## config.mk

```make
export PLATFORM = sky130hd
export DESIGN_NAME = ps2_host_tx
export DESIGN_NICKNAME = d
export VERILOG_FILES = /design/src/rtl/ps2_pkg.sv /design/src/rtl/ps2_line_filter.sv /design/src/rtl/ps2_host_tx.sv
export SDC_FILE = /design/constraint.sdc
export NUM_CORES = 1
export LEC_CHECK = 0
export BUFFER_PORTS_ARGS = -buffer_cell sky130_fd_sc_hd__buf_2
export CORE_AREA = 8 8 78 80
export DETAILED_ROUTE_END_ITERATION = 10
export DIE_AREA = 0 0 86 88
export PLACE_DENSITY_LB_ADDON = 0.3
export SYNTH_ARGS = -nofsm -noshare
export SYNTH_HDL_FRONTEND = slang
export SYNTH_SLANG_ARGS = --single-unit
```

## constraint.sdc

```tcl
create_clock -name clk -period 2.71 [get_ports clk]
set_input_delay 0.1355 -clock clk [delete_from_list [all_inputs] [get_ports clk]]
set_output_delay 0.1355 -clock clk [all_outputs]
set_load 0.005 [all_outputs]
```

## src/rtl/ps2_pkg.sv

```systemverilog
// Shared definitions for the PS/2 host transmit path: FSM states, command
// bytes and timing defaults derived from the 14.318 MHz system clock.
package ps2_pkg;

    typedef enum logic [2:0] {
        ST_IDLE,
        ST_INHIBIT,
        ST_START,
        ST_BITS,
        ST_ACK,
        ST_ACK_REL,
        ST_FAIL
    } ps2_state_e;

    // Common host-to-device command bytes and the device acknowledge byte
    localparam logic [7:0] PS2_CMD_SET_LED = 8'hED;
    localparam logic [7:0] PS2_CMD_ENABLE  = 8'hF4;
    localparam logic [7:0] PS2_CMD_RESET   = 8'hFF;
    localparam logic [7:0] PS2_RSP_ACK     = 8'hFA;

    // Timing defaults in system clock cycles
    localparam int PS2_SYS_CLK_HZ   = 14318000;
    localparam int PS2_INHIBIT_CYC  = PS2_SYS_CLK_HZ / 1000000 * 120 + (PS2_SYS_CLK_HZ % 1000000) * 120 / 1000000; // 120 us
    localparam int PS2_START_TO_CYC = PS2_SYS_CLK_HZ / 1000 * 15;   // 15 ms
    localparam int PS2_FRAME_TO_CYC = PS2_SYS_CLK_HZ / 1000 * 2;    // 2 ms
    localparam int PS2_FILT_LEN     = 8;

    // Bits shifted out after the start bit: data LSB first, odd parity, stop
    function automatic logic [9:0] ps2_frame(input logic [7:0] d);
        return {1'b1, ~^d, d};
    endfunction

endpackage

```

## src/rtl/ps2_line_filter.sv

```systemverilog
// PS/2 clock conditioning: 2-FF synchronizer, run-length debounce and a
// single-cycle strobe on every accepted high-to-low transition.
module ps2_line_filter #(
    parameter int FILT_LEN = 8
) (
    input  logic clk,
    input  logic rst_n,
    input  logic pin_i,
    output logic level_o,
    output logic fall_o
);

    localparam int CW = $clog2(FILT_LEN + 1);

    logic [1:0]    sync_q;
    logic          level_q;
    logic          fall_q;
    logic [CW-1:0] cnt_q;

    // Synchronize, then accept a new level only after FILT_LEN equal samples
    always_ff @(posedge clk or negedge rst_n) begin
        if (!rst_n) begin
            sync_q  <= 2'b11;   // idle bus floats high
            level_q <= 1'b1;
            fall_q  <= 1'b0;
            cnt_q   <= '0;
        end else begin
            sync_q <= {sync_q[0], pin_i};
            fall_q <= 1'b0;
            if (sync_q[1] == level_q) begin
                cnt_q <= '0;
            end else if (cnt_q == CW'(FILT_LEN - 1)) begin
                level_q <= sync_q[1];
                fall_q  <= level_q;  // old level 1 means this is a falling edge
                cnt_q   <= '0;
            end else begin
                cnt_q <= cnt_q + 1'b1;
            end
        end
    end

    assign level_o = level_q;
    assign fall_o  = fall_q;

endmodule

```

## src/rtl/ps2_host_tx.sv

```systemverilog
// PS/2 host-to-device transmitter: inhibits the bus, issues the start bit,
// shifts the byte out on device clock falls and checks the device ACK.
module ps2_host_tx
    import ps2_pkg::*;
#(
    parameter int INHIBIT_CYC  = PS2_INHIBIT_CYC,
    parameter int START_TO_CYC = PS2_START_TO_CYC,
    parameter int FRAME_TO_CYC = PS2_FRAME_TO_CYC,
    parameter int FILT_LEN     = PS2_FILT_LEN
) (
    input  logic       clk,
    input  logic       rst_n,
    input  logic [7:0] tx_data,
    input  logic       tx_valid,
    output logic       tx_ready,
    input  logic       ps2_clk_in,
    input  logic       ps2_dat_in,
    output logic       ps2_clk_oe,
    output logic       ps2_dat_oe,
    output logic       rx_inhibit,
    output logic       done,
    output logic       ack_ok,
    output logic       err_noack,
    output logic       err_timeout
);

    localparam int TMAX0 = (INHIBIT_CYC > START_TO_CYC) ? INHIBIT_CYC : START_TO_CYC;
    localparam int TMAX  = (TMAX0 > FRAME_TO_CYC) ? TMAX0 : FRAME_TO_CYC;
    localparam int TW    = $clog2(TMAX + 1);

    ps2_state_e  state_q;
    logic [9:0]  frame_q;
    logic [3:0]  idx_q;
    logic [TW-1:0] timer_q;
    logic        clk_oe_q, dat_oe_q;
    logic        done_q, ack_ok_q, noack_q, tout_q;
    logic [1:0]  dsync_q;
    logic        clk_lvl, clk_fall, dat_s;
    logic        frame_exp;

    ps2_line_filter #(.FILT_LEN(FILT_LEN)) u_clk_filt (
        .clk     (clk),
        .rst_n   (rst_n),
        .pin_i   (ps2_clk_in),
        .level_o (clk_lvl),
        .fall_o  (clk_fall)
    );

    // Data pin only needs synchronizing; it is sampled on filtered clock events
    always_ff @(posedge clk or negedge rst_n) begin
        if (!rst_n) dsync_q <= 2'b11;
        else        dsync_q <= {dsync_q[0], ps2_dat_in};
    end

    assign dat_s     = dsync_q[1];
    assign frame_exp = (timer_q == TW'(FRAME_TO_CYC - 1));

    // Transaction FSM; line enables and status are registered here. Error
    // exits release the bus and report in the same edge that returns to IDLE.
    always_ff @(posedge clk or negedge rst_n) begin
        if (!rst_n) begin
            state_q  <= ST_IDLE;
            frame_q  <= '0;
            idx_q    <= '0;
            timer_q  <= '0;
            clk_oe_q <= 1'b0;
            dat_oe_q <= 1'b0;
            done_q   <= 1'b0;
            ack_ok_q <= 1'b0;
            noack_q  <= 1'b0;
            tout_q   <= 1'b0;
        end else begin
            done_q   <= 1'b0;
            ack_ok_q <= 1'b0;
            noack_q  <= 1'b0;
            tout_q   <= 1'b0;
            case (state_q)
                ST_IDLE: begin
                    if (tx_valid && tx_ready) begin
                        frame_q  <= ps2_frame(tx_data);
                        timer_q  <= '0;
                        clk_oe_q <= 1'b1;
                        dat_oe_q <= 1'b0;
                        state_q  <= ST_INHIBIT;
                    end
                end
                ST_INHIBIT: begin
                    if (timer_q == TW'(INHIBIT_CYC - 1)) begin
                        clk_oe_q <= 1'b0;
                        dat_oe_q <= 1'b1;   // start bit
                        timer_q  <= '0;
                        state_q  <= ST_START;
                    end else begin
                        timer_q <= timer_q + 1'b1;
                    end
                end
                ST_START: begin
                    if (clk_fall) begin
                        dat_oe_q <= ~frame_q[0];
                        idx_q    <= 4'd1;
                        timer_q  <= '0;
                        state_q  <= ST_BITS;
                    end else if (timer_q == TW'(START_TO_CYC - 1)) begin
                        clk_oe_q <= 1'b0;
                        dat_oe_q <= 1'b0;
                        done_q   <= 1'b1;
                        tout_q   <= 1'b1;
                        state_q  <= ST_IDLE;
                    end else begin
                        timer_q <= timer_q + 1'b1;
                    end
                end
                ST_BITS: begin
                    timer_q <= timer_q + 1'b1;
                    if (clk_fall) begin
                        dat_oe_q <= ~frame_q[idx_q];  // stop bit is 1, so the line is released
                        idx_q    <= idx_q + 1'b1;
                        if (idx_q == 4'd9) state_q <= ST_ACK;
                    end else if (frame_exp) begin
                        dat_oe_q <= 1'b0;
                        done_q   <= 1'b1;
                        tout_q   <= 1'b1;
                        state_q  <= ST_IDLE;
                    end
                end
                ST_ACK: begin
                    timer_q <= timer_q + 1'b1;
                    if (clk_fall) begin
                        if (!dat_s) begin
                            state_q <= ST_ACK_REL;
                        end else begin
                            dat_oe_q <= 1'b0;
                            done_q   <= 1'b1;
                            noack_q  <= 1'b1;
                            state_q  <= ST_IDLE;
                        end
                    end else if (frame_exp) begin
                        dat_oe_q <= 1'b0;
                        done_q   <= 1'b1;
                        tout_q   <= 1'b1;
                        state_q  <= ST_IDLE;
                    end
                end
                ST_ACK_REL: begin
                    timer_q <= timer_q + 1'b1;
                    if (clk_lvl && dat_s) begin
                        done_q   <= 1'b1;
                        ack_ok_q <= 1'b1;
                        state_q  <= ST_IDLE;
                    end else if (frame_exp) begin
                        dat_oe_q <= 1'b0;
                        done_q   <= 1'b1;
                        tout_q   <= 1'b1;
                        state_q  <= ST_IDLE;
                    end
                end
                default: begin
                    clk_oe_q <= 1'b0;
                    dat_oe_q <= 1'b0;
                    state_q  <= ST_IDLE;
                end
            endcase
        end
    end

    // Ready stays low through the done cycle so a new request lands after it
    assign tx_ready    = (state_q == ST_IDLE) && !done_q;
    assign rx_inhibit  = (state_q != ST_IDLE);
    assign ps2_clk_oe  = clk_oe_q;
    assign ps2_dat_oe  = dat_oe_q;
    assign done        = done_q;
    assign ack_ok      = ack_ok_q;
    assign err_noack   = noack_q;
    assign err_timeout = tout_q;

endmodule

```

### Word level (Yosys, flattened, before mapping)

Cells that the tools add are included.

* flip-flop bits (word level): 51
* input port bits: 13
* output and inout port bits: 8
* word-level logic and storage cells: 116

* add/sub/neg operators: 3
* $lt $le $gt $ge: 1
* equality and inequality tests: 22
* mux-type cells: 53
* bitwise operators: 4
* reductions and logical operators: 18

Operators by type and width (number)
* two-way mux 18 bit: 4
* one-hot mux 18 bit (4 select lines): 1
* two-way mux 3 bit: 10
* two-way mux 1 bit: 27
* adder 18 x 1 -> 18 bit, second input constant: 1
* equality test 18 x 11 -> 1 bit, second input constant: 1
* equality test 18 x 15 -> 1 bit, second input constant: 1
* equality test 18 bit, second input constant: 1
* one-hot mux 3 bit (6 select lines): 1
* two-way mux 4 bit: 4
* inequality test 2 bit, second input constant: 5
* AND reduction 5 bit: 2
* adder 4 x 1 -> 4 bit, second input constant: 2
* one-hot mux 1 bit (4 select lines): 2
* one-hot mux 4 bit (2 select lines): 1
* XNOR reduction 8 bit: 1
* equality test 3 x 2 -> 1 bit, second input constant: 2
* equality test 3 bit, second input constant: 2
* inequality test 3 x 2 -> 1 bit, second input constant: 2
* inequality test 3 bit, second input constant: 2
* one-hot mux 1 bit (6 select lines): 1
* AND reduction 3 bit: 2
* < comparator 4 x 5 -> 1 bit, second input constant: 1
* binary-select mux 1 bit (select 4 bit): 1
* 17 further kinds: 24

### Longest topological paths before layout

* word-level depth: 5
* mapped depth: 8
* gate-level depth less buffers: 8

### Modules after synthesis

Synthesis repeated with hierarchy kept, for this count alone.

* cells, all modules: 299
* area total of the unflattened synthesis: 3020.4 µm²

By module, submodules not included
* ps2_host_tx: times used 1, cells each 278, area each 2708.8 µm², seq. area each 1078.5 µm²
* ps2_line_filter: times used 1, cells each 21, area each 311.5 µm², seq. area each 203.9 µm²

### Worst setup path after synthesis

Ideal clock, no wire load.

* path kind: register to register
* start: reg timer_q[1]
* end: reg timer_q[11]
* setup time: 0.119 ns
* data arrival time: 1.901 ns
* required time: 2.591 ns
* setup slack: 0.690 ns
* stages on the path, launching flop included: 9
* path buffers: 1
* period minus slack after synthesis: 2.020 ns
* path through: dfrtp_1 inv_1 ha_1 or4b_4 o31ai_4 nand2_2 a211oi_2 buf_4 nor2_1

* longest elaborated chain between the ends: 4
* elaborated cells between the ends (all ways): 9
* classes of those cells: add/sub: 1; eq/ne: 3; mux: 4; reduce/logical: 1

Ends and longest elaborated chain
* start: declaration: line ps2_host_tx.sv:34 `logic [TW-1:0] timer_q;`
* start signal: assignment: line ps2_host_tx.sv:94 `timer_q <= timer_q + 1'b1;`
* start signal: assignment: line ps2_host_tx.sv:110 `timer_q <= timer_q + 1'b1;`
* start signal: assignment: line ps2_host_tx.sv:114 `timer_q <= timer_q + 1'b1;`
* adder 18 x 1 -> 18 bit
* two-way mux 18 bit: line ps2_host_tx.sv:103 `end else if (timer_q == TW'(START_TO_CYC - 1)) begin`
* two-way mux 18 bit: line ps2_host_tx.sv:98 `if (clk_fall) begin`
* one-hot mux 18 bit (4 select lines): line ps2_host_tx.sv:77 `case (state_q)`

Parallel ways exist; a longest one is shown, timed or not. The select of a mux whose other input is x is not followed.
A chain may end at the register's enable or synchronous reset.

### Worst setup path in the final report

* start: reg state_q[0]
* end: reg timer_q[10]

* longest elaborated chain between the ends: 5
* elaborated cells between the ends (all ways): 14
* classes of those cells: eq/ne: 7; mux: 1; reduce/logical: 6

Ends and longest elaborated chain
* start: declaration: line ps2_host_tx.sv:31 `ps2_state_e state_q;`
* start signal: assignment: line ps2_host_tx.sv:62 `state_q <= ST_IDLE;`
* start signal: assignment: line ps2_host_tx.sv:84 `state_q <= ST_INHIBIT;`
* start signal: assignment: line ps2_host_tx.sv:92 `state_q <= ST_START;`
* branches (longest 5 deep; another with nonzero test 4 bit)

Several ways; the timed one is not identified.

==> results summary <==
The number of clock buffers added by TritonCTS is 5. Summed over all layers, the global routing overflow is 0. The overall die area is between 0.007 and 0.008 mm^2. The slew at the pin with the worst max-slew slack came out at 0.567 ns. The root buffer cell chosen for the clock tree is sky130_fd_sc_hd__clkbuf_8.

The commonest register cell after synthesis is sky130_fd_sc_hd__dfrtp_1. The depth of the most critical reg-to-reg path came out at 6. The residual DRC count is 0. Across all hold checks on the routed design, the worst slack comes to 0.0890 ns. The number of optimization iterations in the first detailed-route pass is 4. Global routing consumed, on the met2 layer, 28.2% of the routing resources. The floorplan has 26 rows. Dividing the detail-routed via count by the number of cells gives 5.97. The diode insertion count for antenna repair came out at 0. The global-route layer with the greatest usage is met2. The area growth from synthesis to layout is 10.9%. The count of vias placed by the detailed router came out at 2,270. Averaged over all synthesized cells, the footprint is 9.83 um^2. The congestion estimate from routability-driven global placement came to 0.879. The number of nets in the layout came out at 327. The fraction of final layout cells sized beyond drive strength 1 is 18.4%. The analysis attributes to cell leakage a power of 1.27 nW.

The synthesized cell area is 0.00281 mm^2. The sequential element share of the synthesized area is 45.6%. The share of the core filled with cells came out at 63.5%. The clock latency on the worst-skew pair is 0.30 ns. The worst setup path is launched from a flip-flop. The completed layout was analyzed and its total power is 2.33 mW. The number of synthesized register bits is 51. The clock share of power is 23.1%.

In the synthesized netlist the async set-or-reset flop fraction comes to 100%. The number of failing hold endpoints at the final stage is 0. The final critical-path share of the clock period is between 80% and 90%.

The routed wire length came out at between 6 and 7 mm. The max-cap check violation count is 0. Synthesis handed over a netlist of 286 instances. The min-delay analysis places its worst path in the category in2reg. The post-route clock skew is ~0.0048 ns.

The maximum buffer depth of the clock tree came out at 2. Setup repair after global routing left no endpoint under its margin. The type of destination of the critical path is a flip-flop.

The count of distinct cell types in the synthesized netlist came out at 56. The number of pins exceeding their max-slew limit in the final report came out at 0. The startpoint of the most critical hold path is tx_data[5].

The number of port buffers came out at 20. The startpoint of the lowest-slack register-to-register path is state_q[0]. The area of the core came out at about 0.005 mm^2. The filler cell count is 416. The number of setup buffers added after CTS is 0. The share of power burned in registers is 45.7%. The most critical setup path has its startpoint at state_q[0]. Leaving out fill and tap cells, the most frequent cell in the layout is sky130_fd_sc_hd__dfrtp_1. The run finished with clean final reports. The clock-pin slew on the worst setup and hold paths came out at 0.10 ns. The CTS H-tree depth came out at 2. The cell internal power dissipation came out at about 1.5 mW. Setup violations remaining at the end of the flow were counted as 0.

Yosys mapped a number of flops with a built-in enable equal to 0. The average routed wire per standard cell is 16.2 um. In the layout the commonest cells are sky130_fd_sc_hd__dfrtp_1 (46), sky130_fd_sc_hd__nor2_1 (26), sky130_fd_sc_hd__nand2_1 (26), sky130_fd_sc_hd__buf_2 (20), sky130_fd_sc_hd__xnor2_1 (14). The critical path data required time came out at between 2 and 3 ns.

The power density over cell area came out at around 750 mW/mm^2. The setup slack after placement came out at 0.444 ns. In this run the tightest slew margin relative to its limit is 62.1%. The number of clock sinks seen by CTS came out at 51. The global-route wire length before repair is a little over 10 mm.

Across the VDD grid, the largest voltage drop is around 0.38 mV. The met1 track demand over resource in global routing came out at around a fifth. The vertical die dimension came out at roughly 88 um. The setup slack of the critical path after layout is 0.366 ns.

The maximum fanout along the worst path came out at 17. The I/O pin count is 21. The relative contribution of combinational cells to total power came out at between 30% and 40%.

The classification of the worst setup path is reg2reg. The die is roughly 86 um wide. The net switching power of the design is roughly 810 uW. The switching part of the total power is a little over a third. Once the floorplan was initialized, standard cells occupied 57.3% of the core.

The maximum operating frequency is 427 MHz. Counting every net in the synthesized netlist gives 304. The count of cells along the worst hold path came out at 2. The CTS tree is done.

Entering global routing, the biggest net connects 30 pins. The count of nets left with antenna violations once routing finished came out at 0. The via count of the first global-routing pass is approximately 2.2k. The overall routing resource usage came out at between 10% and 20%. The HPWL after detailed placement is 4.49 mm. The final setup TNS is 0 ns. The DRC violation total after the first TritonRoute iteration is 109. The number of warnings issued by yosys is 0.

The data arrival time of the worst path is around 2.5 ns. Global routing consumed, on the met3 layer, under 10% of the routing resources. The number of antenna violations at the first check in global routing is 0. The time the worst path needs with I/O delays and setup came out at 2.34 ns.
[layer usage]
layer | vias up | wire [um]
met3 | 14 | 350
met5 | - | 0
met2 | 76 | 3060
li1 | 1087 | -
met1 | 1093 | 2630
met4 | 0 | 130
[kinds of logic after synthesis]
group                      Yosys count  share of synthesized area [%]
and+or+nand+nor                    126                           24.2
xor gates and xnor gates            21                           6.54
muxes                               14                           5.96
DFF                                 51                           45.6
adders and majority gates            5                           2.22
AOI/OAI and AO/OA                   54                           13.1
buffers and inverters               15                           2.40
[stage by stage]
| step | instance area (um^2) | std cells |
|---|---|---|
| 2_1_floorplan | 2810 | 286 |
| 3_3_place_gp | 2970 | 369 |
| 3_5_place_dp | 2970 | 369 |
| 4_1_cts | 3120 | 380 |
| 5_1_grt | 3120 | 380 |
| 6_report | 3120 | 380 |
[power groups by stage]
stage | Sequential, mW | Clock [mW] | Combinational [mW]
after floorplan | 0.998 | 0 | 0.589
after global placement | 1.07 | 0 | 0.702
after detailed placement | 1.08 | 0 | 0.719
after CTS | 1.06 | 0.553 | 0.726
after global routing | 1.09 | 0.585 | 0.807
final | 1.07 | 0.538 | 0.727
[critical path: stages, from the launching register on]
cell,delay [ns]
sky130_fd_sc_hd__dfrtp_1,0.57
sky130_fd_sc_hd__nor4b_1,0.56
sky130_fd_sc_hd__nand3_1,0.22
sky130_fd_sc_hd__o21bai_1,0.52
sky130_fd_sc_hd__and2_1,0.22
sky130_fd_sc_hd__a31oi_1,0.04
sky130_fd_sc_hd__o31ai_1,0.11
[timing repair]
action,4_1_cts,5_1_grt
gates resized for setup,0,0
hold endpoints to repair,24,0
hold buffers,3,0
[final cells by class]
type                       instances  area, um^2  area share [%]
multi-input combinational        220        1460            46.9
sequential                        51        1280            41.1
timing repair buffer              26         153            4.89
tap                               70        87.6            2.81
clock buffer                       5        68.8            2.21
clock inverter                     3        46.3            1.48
inverter                           5        18.8           0.602
[registers in the layout (all words and copies together), names as in the netlist]
name,flops
u_clk_filt.cnt_q,4
timer_q,18
ack_ok,1
done,1
idx_q,4
ps2_dat_oe,1
u_clk_filt.sync_q,2
u_clk_filt.fall_o,1
err_timeout,1
state_q,3
dsync_q,2
u_clk_filt.level_o,1
err_noack,1
ps2_clk_oe,1
frame_q,10
[cell usage after synthesis, types with 5 or more instances]
cell type                   n  share of area, %
sky130_fd_sc_hd__nor2_1    26               3.5
sky130_fd_sc_hd__dfrtp_1   46                41
sky130_fd_sc_hd__nor2b_1    6               1.3
sky130_fd_sc_hd__inv_1      5              0.67
sky130_fd_sc_hd__nand2b_1   5               1.1
sky130_fd_sc_hd__xor2_1     7               2.2
sky130_fd_sc_hd__a21oi_1    9               1.6
sky130_fd_sc_hd__nor3_1     8               1.4
sky130_fd_sc_hd__ha_1       5               2.2
sky130_fd_sc_hd__nand3_1   13               2.3
sky130_fd_sc_hd__clkbuf_1   8               1.1
sky130_fd_sc_hd__nand2_1   26               3.5
sky130_fd_sc_hd__o31ai_1    5               1.3
sky130_fd_sc_hd__nand4_1    8               1.8
sky130_fd_sc_hd__mux2_2    12               4.8
sky130_fd_sc_hd__xnor2_1   14               4.4
sky130_fd_sc_hd__dfstp_2    5               4.7
sky130_fd_sc_hd__and2_1     5               1.1
sky130_fd_sc_hd__o21ai_0   12               2.1
sky130_fd_sc_hd__a31oi_1    6               1.3
sky130_fd_sc_hd__or3_1      5               1.1
[worst paths after layout]
path                                   endpoint  slack, ns
setup / recovery                    timer_q[10]       0.37
hold / removal                       frame_q[5]       0.09
setup reg to reg                    timer_q[10]       0.37
hold reg to reg            u_clk_filt.sync_q[1]       0.36
max in group asynchronous  u_clk_filt.sync_q[1]       1.60
min in group asynchronous              idx_q[3]       0.32
No activity file was read; power rests on OpenSTA's default activity.
